File: src/rtl/ni_link_out_retx_buffer.sv
// NI output stage: circular store of request flits with registered link launch,
// in-order ACK retirement and go-back-N rewind on NACK; BWDAUX3_in stalls new launches.
module ni_link_out_retx_buffer #(
    parameter int FLIT_WIDTH           = 80,
    parameter int OUT_BUFFER_DEPTH     = 6,
    parameter int LOG_OUT_BUFFER_DEPTH = 3
) (
    input  logic                          clk,
    input  logic                          rst,
    input  logic [FLIT_WIDTH-1:0]         data_in,
    input  logic                          tail_in,
    input  logic                          write,
    output logic                          full,
    output logic [FLIT_WIDTH-1:0]         FLIT_out,
    output logic                          VALID_out,
    output logic                          FWDAUX1_out,
    input  logic                          BWDAUX1_in,
    input  logic                          BWDAUX2_in,
    input  logic                          BWDAUX3_in,
    output logic [LOG_OUT_BUFFER_DEPTH:0] occupancy,
    output logic                          idle
);

    localparam int PW = LOG_OUT_BUFFER_DEPTH;
    localparam int CW = LOG_OUT_BUFFER_DEPTH + 1;

    typedef logic [PW-1:0] ptr_t;
    typedef logic [CW-1:0] cnt_t;

    // Depth need not be a power of two, so wrap explicitly instead of relying on overflow.
    function automatic ptr_t ptr_inc(input ptr_t p);
        ptr_inc = (p == PW'(OUT_BUFFER_DEPTH - 1)) ? '0 : p + 1'b1;
    endfunction

    logic [FLIT_WIDTH:0]   mem_q [OUT_BUFFER_DEPTH];

    ptr_t                  wr_ptr_q,   wr_ptr_d;
    ptr_t                  snd_ptr_q,  snd_ptr_d;
    ptr_t                  ack_ptr_q,  ack_ptr_d;
    cnt_t                  held_q,     held_d;
    cnt_t                  inflight_q, inflight_d;
    logic                  valid_q,    valid_d;
    logic                  tail_q,     tail_d;
    logic [FLIT_WIDTH-1:0] flit_q,     flit_d;

    logic do_write;
    logic do_ack;
    logic do_nack;
    logic do_launch;

    assign full     = (held_q == CW'(OUT_BUFFER_DEPTH));
    assign do_write = write && !full;
    assign do_nack  = BWDAUX2_in;
    assign do_ack   = BWDAUX1_in && !BWDAUX2_in && (inflight_q != '0);
    // held >= inflight always, so "pend > 0" is simply held != inflight.
    assign do_launch = (held_q != inflight_q) && !BWDAUX3_in && !BWDAUX2_in;

    // NOTE: combinational next-state uses blocking '=' with a default for every
    // signal first, so no path leaves a value unassigned and no latch is inferred.
    always_comb begin
        wr_ptr_d   = wr_ptr_q;
        snd_ptr_d  = snd_ptr_q;
        ack_ptr_d  = ack_ptr_q;
        held_d     = held_q;
        inflight_d = inflight_q;
        valid_d    = 1'b0;
        tail_d     = 1'b0;
        flit_d     = flit_q;

        if (do_write) begin
            wr_ptr_d = ptr_inc(wr_ptr_q);
        end

        if (do_write && !do_ack) begin
            held_d = held_q + 1'b1;
        end else if (!do_write && do_ack) begin
            held_d = held_q - 1'b1;
        end

        if (do_launch) begin
            valid_d          = 1'b1;
            {tail_d, flit_d} = mem_q[snd_ptr_q];
        end

        if (do_nack) begin
            snd_ptr_d  = ack_ptr_q;
            inflight_d = '0;
        end else begin
            if (do_launch) begin
                snd_ptr_d = ptr_inc(snd_ptr_q);
            end
            if (do_ack) begin
                ack_ptr_d = ptr_inc(ack_ptr_q);
            end
            if (do_launch && !do_ack) begin
                inflight_d = inflight_q + 1'b1;
            end else if (!do_launch && do_ack) begin
                inflight_d = inflight_q - 1'b1;
            end
        end
    end

    // NOTE: sequential state uses non-blocking '<=' so every flop samples pre-edge values.
    always_ff @(posedge clk or negedge rst) begin
        if (!rst) begin
            wr_ptr_q   <= '0;
            snd_ptr_q  <= '0;
            ack_ptr_q  <= '0;
            held_q     <= '0;
            inflight_q <= '0;
            valid_q    <= 1'b0;
            tail_q     <= 1'b0;
            flit_q     <= '0;
        end else begin
            wr_ptr_q   <= wr_ptr_d;
            snd_ptr_q  <= snd_ptr_d;
            ack_ptr_q  <= ack_ptr_d;
            held_q     <= held_d;
            inflight_q <= inflight_d;
            valid_q    <= valid_d;
            tail_q     <= tail_d;
            flit_q     <= flit_d;
        end
    end

    // NOTE: the store is deliberately not reset; an entry is only read after it has
    // been written, since the counters gate every launch.
    always_ff @(posedge clk) begin
        if (do_write) begin
            mem_q[wr_ptr_q] <= {tail_in, data_in};
        end
    end

    assign FLIT_out    = flit_q;
    assign VALID_out   = valid_q;
    assign FWDAUX1_out = tail_q;
    assign occupancy   = held_q;
    assign idle        = (held_q == '0);

endmodule

File: config.mk
export PLATFORM = sky130hd
export DESIGN_NAME = ni_link_out_retx_buffer
export DESIGN_NICKNAME = d
export VERILOG_FILES = /design/src/rtl/ni_link_out_retx_buffer.sv
export SDC_FILE = /design/constraint.sdc
export NUM_CORES = 1
export LEC_CHECK = 0
export BUFFER_PORTS_ARGS = -buffer_cell sky130_fd_sc_hd__buf_2
export CORE_ASPECT_RATIO = 0.9
export CORE_MARGIN = 3
export CORE_UTILIZATION = 30
export CTS_BUF_LIST = sky130_fd_sc_hd__clkbuf_8
export DETAILED_ROUTE_END_ITERATION = 12
export HOLD_SLACK_MARGIN = 0.03
export PLACE_DENSITY = 0.51
export SYNTH_ARGS = -nofsm -noshare
export SYNTH_HDL_FRONTEND = slang
export SYNTH_SLANG_ARGS = --single-unit
File: constraint.sdc
create_clock -name clk -period 14.43 [get_ports clk]
set_input_delay 0 -clock clk [delete_from_list [all_inputs] [get_ports clk]]
set_output_delay 0 -clock clk [all_outputs]
set_load 0.01 [all_outputs]
After elaboration in Yosys (flattened, before gate mapping):

Memories as Yosys holds them, arrays and structs flattened.
Index checks and enable logic that the tools add are counted.

* bits in registers: 99
* memory bits (writable): 486
* input bits: 87
* output and inout bits: 88
* memories kept: 1

* add/subtract/negate cells: 7
* eq/ne operators: 5
* mux-type cells: 14
* bitwise logic cells: 1
* reduce and logical (&&, ||, !) cells: 21

Memories
* mem_q: words 6, bits a word 81, read ports 1, clocked after memory_dff 0, write ports 1, line 35 `logic [FLIT_WIDTH:0] mem_q [OUT_BUFFER_DEPTH];`

Operator list (count)
* $mux W4: 5
* $mux W3: 5
* $add A3 B1 Y3 const B: 3
* $eq A3 B3 Y1 const B: 3
* $logic_and A1 B1 Y1: 9
* $add A4 B1 Y4 const B: 2
* $sub A4 B1 Y4 const B: 2
* $logic_not A1 Y1: 6
* $eq A4 B3 Y1 const B: 1
* $logic_not A4 Y1: 1
* $mux W1: 4
* $ne A4 B4 Y1: 1
* $reduce_bool A2 Y1: 2
* $reduce_bool A4 Y1: 1
* $reduce_bool A3 Y1: 1
* $reduce_and A2 Y1: 1
* $not A1 Y1: 1

Depth between registers and ports, before layout:

Gate-level depths: netlist (run 1).

* depth in word-level cells: 8
* gate-level depth with buffers: 13
* depth with buffers taken out: 11

Worst setup path after synthesis (run 1):

Ideal clock, no wire load.

* path kind: flip-flop to flip-flop
* start: register held_q[0], in the netlist occupancy[0]
* end: memory mem_q[4][0] (netlist bit), enable pin
* library setup time: 748 ps
* arrival: 9164 ps
* data required time: 13682 ps
* path slack: 4519 ps
* cell stages (with the launch flop): 4
* buffers on the path: 0
* period minus slack after synthesis: 9911 ps
* cells stage by stage: dfrtp_1 or2_2 o21ai_1 nor4b_1

* cells in the longest elaborated chain, start to end: 5

RTL lines
* start, declared: line 40 `cnt_t held_q, held_d;`
* start signal, assigned: line 118 `held_q <= held_d;`
* $eq A4 B3 Y1: line 51 `assign full = (held_q == CW'(OUT_BUFFER_DEPTH));`
* $logic_not A1 Y1: line 52 `assign do_write = write && !full;`
* $logic_and A1 B1 Y1: line 52
* $mux W1: line 129 `if (do_write) begin`
* $mux W1 (implied by the code): line 130 `mem_q[wr_ptr_q] <= {tail_in, data_in};`
* end, declared: line 35

No other way between the ends.

Final worst setup path (run 1):

* start: register snd_ptr_q[0]
* end: register flit_q[41], in the netlist FLIT_out[41]

* cells in the longest elaborated chain, start to end: 1

RTL lines
* start, declared: line 38 `ptr_t snd_ptr_q, snd_ptr_d;`
* start signal, assigned: line 116 `snd_ptr_q <= snd_ptr_d;`
* $mem_v2 Z6 W81
* end signal, assigned: line 122 `flit_q <= flit_d;`
* end, declared: line 44 `logic [FLIT_WIDTH-1:0] flit_q, flit_d;`

No other way between the ends.
A chain may end at the register's enable or synchronous reset.

==> PnR_summary.wiki, run 1 <==
{| class="wikitable"
! Metric !! Value
|-
| Cell type with the highest aggregate area in the netlist || edfxtp_1
|-
| End of the worst register-to-register path || FLIT_out[41]
|-
| Clock tree root driver cell || clkbuf_8
|-
| Number of antenna violations at the first check in global routing || 5
|-
| Leading register cell type out of synthesis || edfxtp_1
|-
| Share of final-layout standard cells stronger than drive strength 1 || 0.254
|-
| Pre-CTS worst setup slack || approximately 11 ns
|-
| Reg2reg start || snd_ptr_q[0]
|-
| Wire length reported by the detailed router || ~50000 um
|-
| Outcome || completed
|-
| Avg Synthesized Cell Area || between 15 and 20 um^2
|-
| Setup TNS Final || 0 ns
|-
| Number of routed nets with antenna violations || 0
|-
| Length in cells of the worst reg-to-reg path || 5
|-
| DRC violation count after routing || 0
|-
| Most common cell in the synthesized netlist || edfxtp_1
|-
| Class of the tightest hold or removal check || in2reg
|-
| Final critical delay including setup and external delays || 3.43 ns
|-
| Fmax || 291 MHz
|-
| Startpoint Class || flop
|-
| Buffer levels on the longest clock path || 3
|-
| Type of destination of the critical path || flop
|-
| Post-synth EDFFs || approximately 490
|-
| Power density cells || 190 nW/um^2
|-
| Drt initial violations || about 670
|-
| I/O pin count || roughly 180
|-
| Routed wirelength normalized by instance count || roughly 19 um
|-
| Launch point of the critical path || snd_ptr_q[0]
|-
| Total cell area at the placement stage || between 20000 and 25000 um^2
|-
| CTS tree || yes
|-
| Mapped Nets || 1311
|-
| Number of search-and-repair iterations in the first detailed-routing pass || 4
|-
| IR Drop Worst-Case VDD || about 0.12 mV
|-
| Number of max-cap violations || 0
|-
| Hold worst-path end || mem_q[3][23]
|-
| GP Congestion || a little under 0.7
|-
| Endpoint required time on the critical path || around 15 ns
|-
| Num CTS Buffers || just under 100
|-
| Flops & latches, synth || approximately 600
|-
| Total setup buffers inserted after CTS || 0
|-
| Worst skew pair latency || about 0.67 ns
|-
| Total Nets Final || roughly 1700
|-
| Crit path max fanout || between 40 and 50
|-
| Vias || approximately 12000
|-
| Count of port buffers added during placement || around 170
|-
| Wire length of the first global-routing pass || 76400 um
|-
| Area Growth Syn to Fin || 22.7%
|-
| Global route total overflow || 0
|-
| Cell types with the highest counts after synthesis || 486 x edfxtp_1, 168 x nand2_1, 99 x dfrtp_1
|-
| Launch instance of the worst min-delay path || data_in[23]
|-
| Measured slew at the worst slew-check pin || 1.02 ns
|-
| Maximum number of pins on one net before global-route repair || between 80 and 90
|-
| Final clock period utilization by the worst path || 0.238
|-
| Clock skew || approximately 0.036 ns
|-
| Post-synthesis cell area || between 20000 and 25000 um^2
|-
| Final Worst Setup Slack || ~11 ns
|-
| Level count of the clock H-tree || 3
|-
| Setup repair after global routing missed its margin || false
|-
| DIE WIDTH || between 200 and 300 um
|-
| Post-Synthesis Cells || roughly 1200
|-
| Top area cells in the synthesized netlist || edfxtp_1 66%, dfrtp_1 11%, mux4_2 8.3%
|-
| Worst R2R Setup Slack || about 11 ns
|-
| Post-synthesis async set-or-reset flop share || 0.169
|-
| Number of sinks driven by the clock tree || approximately 590
|-
| Post-CTS clock slew at the launch and capture registers of the worst setup and hold paths || around 0.06 ns
|-
| Final setup vio count || 0
|-
| Aggregate global-route resource usage || 0.130
|-
| Area of the core || around 72000 um^2
|-
| Vias in the first global route || ~12000
|-
| Signal arrival time at the worst endpoint || a little under 4 ns
|-
| Final max-slew violation count || 0
|-
| Average via count per standard cell || approximately 4.5
|-
| Leak Pwr || just under 10 nW
|-
| Final Hold Vio Count || 0
|-
| Seq/Total Area, Yosys || 0.775
|-
| Initial standard-cell utilization of the core || 0.305
|-
| Type of the worst setup path || reg2reg
|-
| Warnings, synthesis || 0
|-
| Die area || 76700 um^2
|-
| Final Instance Area || between 20000 and 30000 um^2
|-
| Die Height || 263 um
|-
| Fraction of synthesized cell area taken by the top area cell type || 0.662
|-
| Number of standard-cell rows in the floorplan || 93
|-
| Instance count along the most critical hold path || 2
|-
| Max transition margin || 0.318
|-
| Post-synthesis cell type count || 39
|-
| Hpwl dp || roughly 26000 um
|}
==> layer usage <==
| layer | track usage | wire, um | vias to the layer above |
|---|---|---|---|
| li1 | - | - | 5392 |
| met1 | 0.172 | 22600 | 5902 |
| met2 | 0.213 | 23800 | 229 |
| met3 | 0.0321 | 2400 | 75 |
| met4 | 0.0400 | 1010 | 2 |
| met5 | 0 | 13 | - |
==> per-stage QoR <==
step | hold slack, ns | std cells | utilization | power (W)
after global routing | 0.0866 | 2591 | 0.375 | 0.00548
after detailed placement | 0.0193 | 2296 | 0.333 | 0.00382
after CTS | 0.0318 | 2590 | 0.375 | 0.00527
final | 0.118 | 2594 | 0.375 | 0.00515
after floorplan | -0.296 | 1217 | - | 0.00335
after global placement | 0.0196 | 2296 | 0.333 | 0.00379
==> area by class of cell <==
cell class	instances	area, um^2
antenna	4	10.0
clock buffer	110	1510
clock inverter	71	355
fill	6812	45100
inverter	7	26.3
multi-input combinational	561	4680
sequential	585	17100
tap	950	1190
timing repair buffer	306	2170
==> critical path, cell delays in order, from the launching register on <==
cell and delay, ns:
dfrtp_4 0.78, buf_4 0.75, buf_4 0.85, mux4_2 0.58, o21ai_0 0.18, o21ai_1 0.08
==> layout by cell type (no fill, tap or decap), types with 12 or more instances in the layout <==
| master | instances |
|---|---|
| clkbuf_8 | 110 |
| mux4_2 | 81 |
| dlygate4sd3_1 | 112 |
| nand2_1 | 168 |
| clkinv_1 | 15 |
| buf_4 | 19 |
| o21ai_1 | 81 |
| o21ai_0 | 84 |
| buf_2 | 173 |
| xnor2_1 | 12 |
| dfrtp_1 | 96 |
| edfxtp_1 | 486 |
| mux2i_1 | 84 |
| inv_1 | 48 |
==> worst max-delay path by stage <==
stage | endpoint | slack [ns] | cells past startpoint
floorplan | mem_q[4][0] | 4.52 | 3
global route | FLIT_out[41] | 10.64 | 5
CTS | FLIT_out[40] | 10.87 | 5
finish | FLIT_out[41] | 11.00 | 5
global placement | FLIT_out[43] | 10.86 | 5
detailed placement | FLIT_out[41] | 10.82 | 5
==> flip-flops by register name, summed over array words and instances (netlist names) <==
register	cells
mem_q	486
FLIT_out	80
inflight_q	4
occupancy	4
ack_ptr_q	3
snd_ptr_q	3
wr_ptr_q	3
FWDAUX1_out	1
VALID_out	1
==> power by group <==
group	internal, W	switching (W)	leakage (nW)
clock	0.000733	0.000649	1.12
combinational	0.000586	0.000754	3.01
sequential	0.00221	0.000214	5.64
total	0.00353	0.00162	9.77
==> cells by family (layout without fill, tap and decap cells) <==
kind of cell | count (synthesis) | in the layout | synth area share
flip-flops | 585 | 585 | 0.775
XOR/XNOR | 13 | 13 | 0.00517
AO/OA/AOI/OAI | 179 | 179 | 0.0436
other | 0 | 4 | 0
AND/OR/NAND/NOR | 195 | 195 | 0.0353
adder cells (fa/ha/maj) | 7 | 7 | 0.00466
buffers and inverters | 71 | 494 | 0.0145
multiplexers | 167 | 167 | 0.122
==> repair_timing <==
| item | in CTS | in global routing |
|---|---|---|
| resized for setup | 0 | 0 |
| endpoints found under the hold margin | 568 | 0 |
| endpoints found under the setup margin | 0 | 0 |
| hold buffers | 113 | 0 |
Power figures use the tool's default switching activity.
==> run 2, diff against run 1 <==
ABC_AREA = 1   (was unset)
PLACE_DENSITY = 0.52   (was 0.51)
clock period = 2.95 ns   (was 14.43 ns; I/O delays follow)
==> run 2 against run 1 <==
Against the previous run:
- sequential cell count is the same
- synthesized area grew 1.9%
- clock skew shrank 0.0058 ns
- critical path type unchanged
- largest power group unchanged
- highest routed layer unchanged
==> PnR_summary.wiki, run 2 <==
{| class="wikitable"
! Metric !! Value
|-
| Launch instance of the worst min-delay path || data_in[22]
|-
| Final max-slew violation count || 0
|-
| Most common cell in the synthesized netlist || edfxtp_1
|-
| Drt initial violations || roughly 980
|-
| Final Power || approximately 0.027 W
|-
| Level count of the clock H-tree || 3
|-
| Quantity of hold-fixing buffers added after cts || 89
|-
| Post-synthesis cell area || 22400 um^2
|-
| Count of filler cells inserted in the layout || between 7000 and 8000
|-
| Compound-gate portion of the synthesized area || 0.0768
|-
| Post-synthesis async set-or-reset flop share || 0.169
|-
| Routed wirelength normalized by instance count || around 19 um
|-
| Outcome || completed
|-
| I/O pin count || 175
|-
| Post-synthesis cell type count || 31
|-
| Reg2reg start || occupancy[0]
|-
| Number of max-cap violations || 0
|-
| Number of instances in the placed design || around 2900
|-
| Avg Synthesized Cell Area || around 13 um^2
|-
| Final Hold Vio Count || 0
|-
| Adder-cell share of the synthesized area || 0.00457
|-
| Top library cells by usage in the layout, fill and taps aside || 486 x edfxtp_1, 330 x nor2_1, 283 x nand2_1, 173 x buf_2, 149 x o21ai_1
|-
| Maximum number of pins on one net before global-route repair || 117
|-
| Type of the worst setup path || reg2reg
|-
| Number of search-and-repair iterations in the first detailed-routing pass || 5
|-
| Clock skew || 0.0307 ns
|-
| Power density cells || ~970 nW/um^2
|-
| Worst slack on hold paths || about 0.12 ns
|-
| Area Growth Syn to Fin || 22.3%
|-
| Crit path max fanout || 8
|-
| Area share of xor/xnor cells in the synthesized design || 0.00195
|-
| Signal arrival time at the worst endpoint || roughly 3.0 ns
|-
| Share of final-layout standard cells stronger than drive strength 1 || 0.168
|-
| Worst R2R Setup Slack || around 0.54 ns
|-
| Max transition margin || 0.548
|-
| IR Drop Worst-Case VDD || between 0.5 and 0.6 mV
|-
| Global route total overflow || 0
|-
| Top area cells in the synthesized netlist || edfxtp_1 65%, dfrtp_1 11%, nor2_1 5.6%
|-
| Hold worst-path end || mem_q[0][22]
|-
| Final cell count without fillers || ~3100
|-
| Startpoint Class || flop
|-
| Aggregate global-route resource usage || 0.153
|-
| Leak Pwr || 10.3 nW
|-
| Worst skew pair latency || between 0.6 and 0.7 ns
|-
| Flops & latches, synth || about 600
|-
| Fmax || around 410 MHz
|-
| Length in cells of the worst reg-to-reg path || 13
|-
| Type of destination of the critical path || flop
|-
| Wire length of the first global-routing pass || around 90000 um
|-
| Dominant combinational cell family by area after synthesis || simple AND/OR/NAND/NOR gates
|-
| Setup TNS Final || 0 ns
|-
| Die Height || 265 um
|-
| Flip-flop count of the largest register, all copies and words added || slightly below 500
|-
| Number of antenna violations at the first check in global routing || 10
|-
| Warnings, synthesis || 0
|-
| Endpoint required time on the critical path || approximately 3.5 ns
|-
| Die area || between 70000 and 80000 um^2
|-
| Mapped Nets || 1879
|-
| Number of sinks driven by the clock tree || between 500 and 600
|-
| Total setup buffers inserted after CTS || 0
|-
| Post-synthesis simple-gate area fraction || 0.127
|-
| Wire length reported by the detailed router || 59900 um
|-
| Seq/Total Area, Yosys || 0.761
|-
| Leading register cell type out of synthesis || edfxtp_1
|-
| Register ranked first by flip-flop count || mem_q
|-
| Buffer levels on the longest clock path || 3
|-
| Hpwl dp || 32200 um
|-
| End of the worst register-to-register path || occupancy[3]
|-
| Class of the tightest hold or removal check || in2reg
|-
| Clock tree root driver cell || clkbuf_8
|-
| Average via count per standard cell || roughly 4.6
|-
| Final critical delay including setup and external delays || around 2.4 ns
|-
| Post-synth EDFFs || slightly below 500
|-
| GP Congestion || around 0.76
|-
| Count of port buffers added during placement || between 150 and 200
|-
| Total Nets Final || between 2000 and 2500
|-
| Number of instances resized during post-cts repair || 0
|-
| Vias || 14423
|-
| Most frequent standard cell in the layout excluding fill and tap cells || edfxtp_1
|-
| Number of routed nets with antenna violations || 0
|-
| Instance count along the most critical hold path || 2
|-
| DIE WIDTH || between 200 and 300 um
|-
| Mux contribution to synthesized area || 0
|-
| Fraction of synthesized cell area taken by the top area cell type || 0.650
|-
| Final setup vio count || 0
|-
| Final clock period utilization by the worst path || 0.817
|-
| Setup repair after global routing missed its margin || false
|-
| Cell type with the highest aggregate area in the netlist || edfxtp_1
|-
| CTS tree || yes
|-
| Cell types with the highest counts after synthesis || 486 x edfxtp_1, 332 x nor2_1, 285 x nand2_1
|-
| Number of standard-cell rows in the floorplan || 94
|-
| Initial standard-cell utilization of the core || 0.305
|-
| DRC violation count after routing || 0
|-
| Measured slew at the worst slew-check pin || 0.676 ns
|-
| Num CTS Buffers || 99
|-
| Area of the core || between 70000 and 80000 um^2
|-
| Vias in the first global route || 14869
|-
| Post-CTS clock slew at the launch and capture registers of the worst setup and hold paths || 0.06 ns
|-
| Post-Synthesis Cells || 1785
|}
run 2: changes by cell type after synthesis, sizes merged, moves of 10 or more:
cell / delta
nand2: +118
nand3: +92
a21oi: +86
o21ai: +81
clkbuf: +22
xnor2: -10
mux2i: -84
buf: +11
inv: +24
mux4: -81
nor2: +322
run 2: metrics by stage:
step                      cell area, um^2  utilization  setup WS [ns]
after floorplan                     22500            -         -0.846
after global placement              24600        0.334          0.572
after detailed placement            24600        0.334          0.563
after CTS                           27400        0.373          0.549
after global routing                27400        0.373          0.320
final                               27400        0.373          0.540
run 2: area by class of cell:
class / count / area (um^2) / area share
Multi-Input combinational cell: 1072 / 4790 / 0.175
Clock buffer: 115 / 1580 / 0.0577
Tap cell: 960 / 1200 / 0.0438
Antenna cell: 3 / 7.51 / 0.000274
Inverter: 31 / 126 / 0.00460
Clock inverter: 72 / 360 / 0.0131
Sequential cell: 585 / 17100 / 0.623
Timing Repair Buffer: 300 / 2290 / 0.0834
run 2: how the worst max path moves through the flow:
stage / endpoint / startpoint / slack, ns
after floorplan: mem_q[2][0] / occupancy[0] / -0.85
after global placement: occupancy[3] / occupancy[0] / 0.57
after detailed placement: occupancy[3] / occupancy[0] / 0.56
after CTS: occupancy[3] / occupancy[0] / 0.55
after global routing: occupancy[3] / occupancy[0] / 0.32
final: occupancy[3] / occupancy[0] / 0.54
run 2: kinds of logic (layout without fill, tap and decap cells):
group,after synthesis,after routing
other,0,3
buffers and inverters,128,518
AOI/OAI and AO/OA,341,341
and+or+nand+nor,719,719
adders and majority gates,7,7
DFF,585,585
xor gates and xnor gates,5,5
run 2: where the power goes:
part | switching [W] | internal [W] | total (W)
clock network | 0.00322 | 0.00373 | 0.00694
logic | 0.00563 | 0.00259 | 0.00822
registers | 0.000716 | 0.0107 | 0.0114
total | 0.00956 | 0.0170 | 0.0265
run 2: critical path, stage by stage, from the launching register on:
cell and delay, ns:
dfrtp_2 0.48, nor2_1 0.11, nand3_1 0.11, nand2_2 0.23, inv_1 0.13, ha_1 0.24, inv_1 0.13, ha_1 0.25
nand2_1 0.07, nand2_1 0.05, a21oi_1 0.15, nor2_1 0.07, nor2_1 0.13, xor2_1 0.18
run 2: metal layers:
metal / share of wire / track usage
met5: 0.0012 / 0
met4: 0.017 / 0.0431
met3: 0.050 / 0.0343
met2: 0.49 / 0.259
met1: 0.45 / 0.199
